### src/rtl/cpu_clken_gen.sv
// Clock-enable generator for the Spectrum core: one phase counter on the 56 MHz master clock
// feeds fixed 7/3.5 MHz enables and a speed-selectable CPU enable with ULA contention.
module cpu_clken_gen #(
    parameter int DIV_BITS  = 4,
    parameter int MAX_SPEED = 3,
    parameter int CNT_W     = 16
) (
    input  logic             clock,
    input  logic             reset,
    input  logic             power,
    input  logic [1:0]       speed,
    input  logic             vcn,
    input  logic             mreq,
    input  logic             ioula,
    input  logic             mcont,
    input  logic             cnt_clr,
    output logic             pe7M0,
    output logic             ne7M0,
    output logic             pe3M5,
    output logic             ne3M5,
    output logic             pcpu,
    output logic             ncpu,
    output logic             contend,
    output logic [1:0]       speed_q,
    output logic [CNT_W-1:0] stalls
);

    localparam logic [DIV_BITS-1:0] CC_ALL  = '1;
    localparam logic [DIV_BITS-1:0] CC_ONE  = {{(DIV_BITS-1){1'b0}}, 1'b1};
    localparam logic [DIV_BITS-1:0] CC_HALF = {1'b1, {(DIV_BITS-1){1'b0}}};
    localparam logic [DIV_BITS-2:0] Q7_HALF = {1'b1, {(DIV_BITS-2){1'b0}}};
    localparam logic [1:0]          MAX_Q   = MAX_SPEED[1:0];

    logic [DIV_BITS-1:0] r_cc;
    logic [1:0]          r_speed_q;
    logic                r_cpuck;
    logic                r_mlatch;
    logic                r_rst_q;
    logic [CNT_W-1:0]    r_stalls;

    logic                w_on;
    logic [1:0]          w_speed_clamp;
    logic [DIV_BITS-1:0] w_mask;
    logic [DIV_BITS-1:0] w_half;
    logic                w_ne_raw;
    logic                w_pe_raw;
    logic                w_contend;

    // r_rst_q keeps the cc=0 slot right after release quiet, so the first period is a whole one.
    assign w_on = power & ~r_rst_q;

    assign w_speed_clamp = (speed > MAX_Q) ? MAX_Q : speed;

    // Period P = 2^(DIV_BITS-s): mask is P-1, the rising slot sits at P/2.
    assign w_mask   = CC_ALL >> r_speed_q;
    assign w_half   = (w_mask >> 1) + CC_ONE;
    assign w_ne_raw = w_on & ((r_cc & w_mask) == '0);
    assign w_pe_raw = w_on & ((r_cc & w_mask) == w_half);

    assign w_contend = r_rst_q | (r_speed_q != 2'd0)
                     | ~(vcn & r_cpuck & r_mlatch & (mcont | ~ioula));

    assign ne7M0   = w_on & (r_cc[DIV_BITS-2:0] == '0);
    assign pe7M0   = w_on & (r_cc[DIV_BITS-2:0] == Q7_HALF);
    assign ne3M5   = w_on & (r_cc == '0);
    assign pe3M5   = w_on & (r_cc == CC_HALF);
    assign pcpu    = w_pe_raw & w_contend;
    assign ncpu    = w_ne_raw & w_contend;
    assign contend = w_contend;
    assign speed_q = r_speed_q;
    assign stalls  = r_stalls;

    always_ff @(posedge clock) begin
        if (reset) begin
            r_rst_q   <= 1'b1;
            r_cc      <= '0;
            r_speed_q <= 2'd0;
            r_cpuck   <= 1'b0;
            r_mlatch  <= 1'b1;
            r_stalls  <= '0;
        end else begin
            r_rst_q <= 1'b0;
            // Speed changes only at the period boundary, so no partial CPU period is emitted.
            if (power) begin
                r_cc <= r_cc + CC_ONE;
                if (r_cc == CC_ALL) begin
                    r_speed_q <= w_speed_clamp;
                end
            end
            if (r_speed_q == 2'd0) begin
                if (pcpu) begin
                    r_mlatch <= mreq & ioula;
                end
                if (ne7M0) begin
                    r_cpuck <= ~(r_cpuck & w_contend);
                end
            end
            if (cnt_clr) begin
                r_stalls <= '0;
            end else if (w_pe_raw & ~w_contend & ~(&r_stalls)) begin
                r_stalls <= r_stalls + {{(CNT_W-1){1'b0}}, 1'b1};
            end
        end
    end

endmodule

### config.mk
export PLATFORM = sky130hd
export DESIGN_NAME = cpu_clken_gen
export DESIGN_NICKNAME = d
export VERILOG_FILES = /design/src/rtl/cpu_clken_gen.sv
export SDC_FILE = /design/constraint.sdc
export NUM_CORES = 1
export LEC_CHECK = 0
export CORE_MARGIN = 2
export CORE_UTILIZATION = 46
export DETAILED_ROUTE_END_ITERATION = 8
export GPL_ROUTABILITY_DRIVEN = 0
export MAX_ROUTING_LAYER = met4
export PLACE_DENSITY = 0.75
export SKIP_LAST_GASP = 1
export SLEW_MARGIN = 10
export SYNTH_ARGS = -nofsm -noshare
export SYNTH_HDL_FRONTEND = slang
export SYNTH_SLANG_ARGS = --single-unit
### constraint.sdc
create_clock -name clock -period 5.9 [get_ports clock]
set_input_delay 1.77 -clock clock [delete_from_list [all_inputs] [get_ports clock]]
set_output_delay 1.77 -clock clock [all_outputs]
set_load 0.03 [all_outputs]
* Word level (Yosys, flattened, before mapping)
Index checks and enable logic that the tools add are counted.
** Operators by class
- Add/sub/neg operators :: 3
- Order comparisons :: 1
- Eq/ne operators :: 4
- Shift operators :: 1
- Multiplexer cells :: 2
- Bitwise operators :: 26
- Reduce and logical (&&, ||, !) cells :: 10
** Operators by type and width (count)
- adder 16 x 1 -> 16 bit (second input constant) :: 1
- bitwise AND 1 bit :: 16
- AND reduction 16 bit :: 1
- == test 4 bit (second input constant) :: 2
- logical NOT 4 bit :: 2
- NOT 1 bit :: 6
- AND reduction 2 bit :: 3
- adder 3 x 1 -> 4 bit (second input constant) :: 1
- adder 4 x 1 -> 4 bit (second input constant) :: 1
- bitwise AND 4 bit :: 1
- == test 4 bit :: 1
- >> shifter 4 x 2 -> 4 bit (first input constant) :: 1
- == test 3 bit (second input constant) :: 1
- logical NOT 3 bit :: 1
- bitwise OR 1 bit :: 3
- > comparator 2 bit (second input constant) :: 1
- logical NOT 2 bit :: 1
- two-way mux 2 bit :: 1
- nonzero test 2 bit :: 1
- OR reduction 2 bit :: 1
- two-way mux 1 bit :: 1
** Storage, ports and cells
- Flip-flop bits (word level) :: 25
- Bits of input ports :: 10
- Output and inout port bits :: 25
- Logic and storage cells :: 53

* Logic depth before layout (Yosys ltp)
- Depth in word-level cells :: 8
- Mapped depth :: 7
- Gate-level depth less buffers :: 6

* Least setup slack after synthesis
Ideal clock, no wire load.
- Kind :: input to output
- Start :: input port power
- End :: output port ne3M5
- Arrival :: 3616 ps
- Required time :: 4130 ps
- Path slack :: 514 ps
- Cell stages on the path :: 3
- Path buffers :: 1
- Cell sequence :: buf_6 nor4bb_1 nor2b_1
** Between the ends
- Cells in the longest elaborated chain, start to end :: 2
** RTL lines
- start, declared :: line 10 : input logic power,
- bitwise AND 1 bit :: line 50 : assign w_on = power & ~r_rst_q;
- bitwise AND 1 bit :: line 65 : assign ne3M5 = w_on & (r_cc == '0);
- end, declared :: line 20 : output logic ne3M5,
No other way between the ends.

* Worst setup path in the final report
- Start :: input port power
- End :: output port ncpu
** Between the ends
- Cells in the longest elaborated chain, start to end :: 3
** RTL lines
- bitwise AND 1 bit :: line 50
- bitwise AND 1 bit :: line 57 : assign w_ne_raw = w_on & ((r_cc & w_mask) == '0);
- bitwise AND 1 bit :: line 68 : assign ncpu = w_ne_raw & w_contend;
- end, declared :: line 22 : output logic ncpu,
No other way between the ends.

==> results.md <==
- Period utilization: 0.926
- Fillers: 271
- CP Max Fanout: 4
- DIE WIDTH: 59.4 µm
- Crit path max-delay family: buffers and inverters
- First-pass GRT wire length: 5430 µm
- Buf/Inv on CP: 2
- Synth warnings: 0
- Sw frac: 0.252
- Fraction of registers with async set/reset: 0
- Reg-to-reg slack, setup: 3.45 ns
- Slew headroom: 0.234
- Clock transition at path regs: 0.13 ns
- Crit. End Element: output pin
- Ys flop type: dfxtp_1
- Hpwl dp: 2440 µm
- Fin area: 1780 µm²
- Die area: 3520 µm²
- Antenna diodes: 0
- Crit path largest cell delay: 0.72 ns
- Part of the power in registers: 0.612
- Area grow syn2layout: 26.5%
- H-tree lvl count: 1
- Pin count of the biggest net entering global routing: 16
- Worst Path Class, Setup: in -> out
- I/O pin count: 35
- Worst-case clock buffer depth: 2
- Sink Count: 25
- Core ar.: 2980 µm²
- Initial antenna violation count: 0
- Grt total ovfl: 0
- Syn_area_per_cell: 8.25 µm²
- Cell chosen for the clock root: clkbuf_4
- Seq/Total Area, Yosys: 0.355
- Hold slack: 0.501 ns
- Top cells by area, synth: dfxtp_1 (35%), a21oi_1 (5.0%), nor2_1 (4.3%), or3_1 (4.0%), mux2i_1 (3.5%)
- Worst slew pin tran: 1.14 ns
- Setup TNS: 0 ns
- Slowest-stage cell, CP: clkdlybuf4s50_1
- Synth cell types: 50
- Starting Density: 0.474
- Max-slew violations: 0
- Number of remaining DRC errors: 0
- Status: completed
- RSZ-0062 raised after global routing: false
- Clock power share: 0.274
- Maxcap violations: 0
- Worst VDD drop: 0.000108 V
- Maximum clock rate: 183 MHz
- Fin nets: 215
- Int Pwr: 0.214 mW
- Combinational share of power: 0.113
- Area leader, netlist: dfxtp_1
- Hold buffer count at cts: 0
- Vias in the first global route: 1280
- Final setup viols: 0
- CP Launch Type: primary input
- Final setup skew: 0.0124 ns
- Die height: 59.4 µm
- Synthesized net count: 184
- Mapped Area: 1410 µm²
- Critical path, cell by cell: clkdlybuf4s50_1 > or3b_4 > nor4_1 > clkdlybuf4s50_1
- Iter 0 DRT Violations: 53
- Most used cell, CP: clkdlybuf4s50_1
- Wirelength, routed: 3340 µm
- Syn Inst Count: 171
- Placement Cell Area: 1760 µm²
- Post-synth top area share: 0.355
- Post-synth EDFFs: 0
- Critical path arrival: 3.69 ns
- GRT Total Usage: 0.203
- Vias per cell: 6.00
- P_sw: 0.0722 mW
- CP Data Required Time: 4.13 ns
- Crit path time final: 5.46 ns
- Final hold vios: 0
- Row count: 20
- Post-DRT Antenna Nets: 0
- Pleak: 0.606 nW
- Post-cts sizing count: 0
- IO Port Bufs: 34
- Share of cells above drive strength 1: 0.0746
- Routed via count: 1405
- Worst hold path class: reg -> reg
- TritonCTS clock tree: yes
- 1st-pass router iterations: 4
- Worst skew pair latency: 0.33 ns
- Drt wl/cell: 14.3 µm
- Seq cells post-synth: 25
- Clock buffer count from CTS: 3
- Power per cell area: 160 nW/µm²
- Post-CTS Setup Inserts: 0
[cell type report]
type	instances	area, µm²	area share
clock buffers	4	26.3	0.0147
inverters	6	22.5	0.0126
multi-input cells	130	841	0.471
flip-flops and latches	25	500	0.281
well taps	33	41.3	0.0231
repair buffers	36	353	0.198
[per-layer routing]
layer,vias to the layer above,track usage,part of all wire
li1,702,-,-
met2,43,0.322,0.45
met1,658,0.267,0.49
met3,2,0.0240,0.054
met4,0,0.0682,0.0045
met5,-,-,0
[synth_stat cells (2+ instances only)]
master and number:
nor2b_1 2, nand3_1 9, dfxtp_1 25, o21ai_0 7, and2_1 2, inv_1 5
or3_1 9, nand2_1 11, o41ai_1 2, xor2_1 2, o31ai_1 4, nand4_1 7
nor2_1 16, a21oi_1 14, ha_1 3, and3_1 2, clkbuf_1 8, or4_1 4
nor3_1 4, mux2i_1 5
[path summary, 6_finish.rpt]
path | start | to | cells after the start
worst min-delay path | r_cpuck | r_cpuck | 1
worst max register to register | speed_q[0] | stalls[4] | 5
worst max-delay path | power | ncpu | 4
worst min register to register | r_cpuck | r_cpuck | 1
[cell families after synthesis]
family,count (synthesis),synth area share
simple gates,80,0.324
mux,6,0.0435
buf+inv,16,0.0488
compound gates,38,0.184
fa+ha+maj,3,0.0266
flops,25,0.355
xor+xnor,3,0.0186
[layout by cell type, fill, tap and decap left out, types with 2 or more instances in the layout]
cell / instances
dfxtp_1: 25
nor3_1: 4
and2_1: 2
or3_1: 9
and3_1: 2
inv_1: 5
nand4_1: 7
ha_1: 3
nor2_1: 16
clkdlybuf4s50_1: 33
nand2_1: 11
buf_4: 3
o41ai_1: 2
nor2b_1: 2
o21ai_0: 7
xor2_1: 2
nand3_1: 9
o31ai_1: 4
clkbuf_4: 3
a21oi_1: 14
or4_1: 4
mux2i_1: 5
[stage by stage]
step	utilization	power (mW)	setup slack [ns]	instances
2_1_floorplan	-	0.197	0.514	171
3_3_place_gp	0.590	0.210	0.460	230
3_5_place_dp	0.590	0.211	0.428	230
4_1_cts	0.599	0.286	0.427	234
5_1_grt	0.599	0.297	0.378	234
6_report	0.599	0.286	0.438	234
[registers in the layout, summed over array words and instances (netlist names)]
signal	flops
r_cc	4
r_cpuck	1
r_mlatch	1
r_rst_q	1
speed_q	2
stalls	16
[power groups by stage]
| stage | clock, mW | combinational (mW) | sequential [mW] |
|---|---|---|---|
| final | 0.0785 | 0.0325 | 0.175 |
| after global routing | 0.0863 | 0.0351 | 0.176 |
| after CTS | 0.0786 | 0.0326 | 0.175 |
| after detailed placement | 0 | 0.0324 | 0.179 |
| after global placement | 0 | 0.0315 | 0.179 |
| after floorplan | 0 | 0.0197 | 0.178 |
Power figures use the tool's default switching activity.
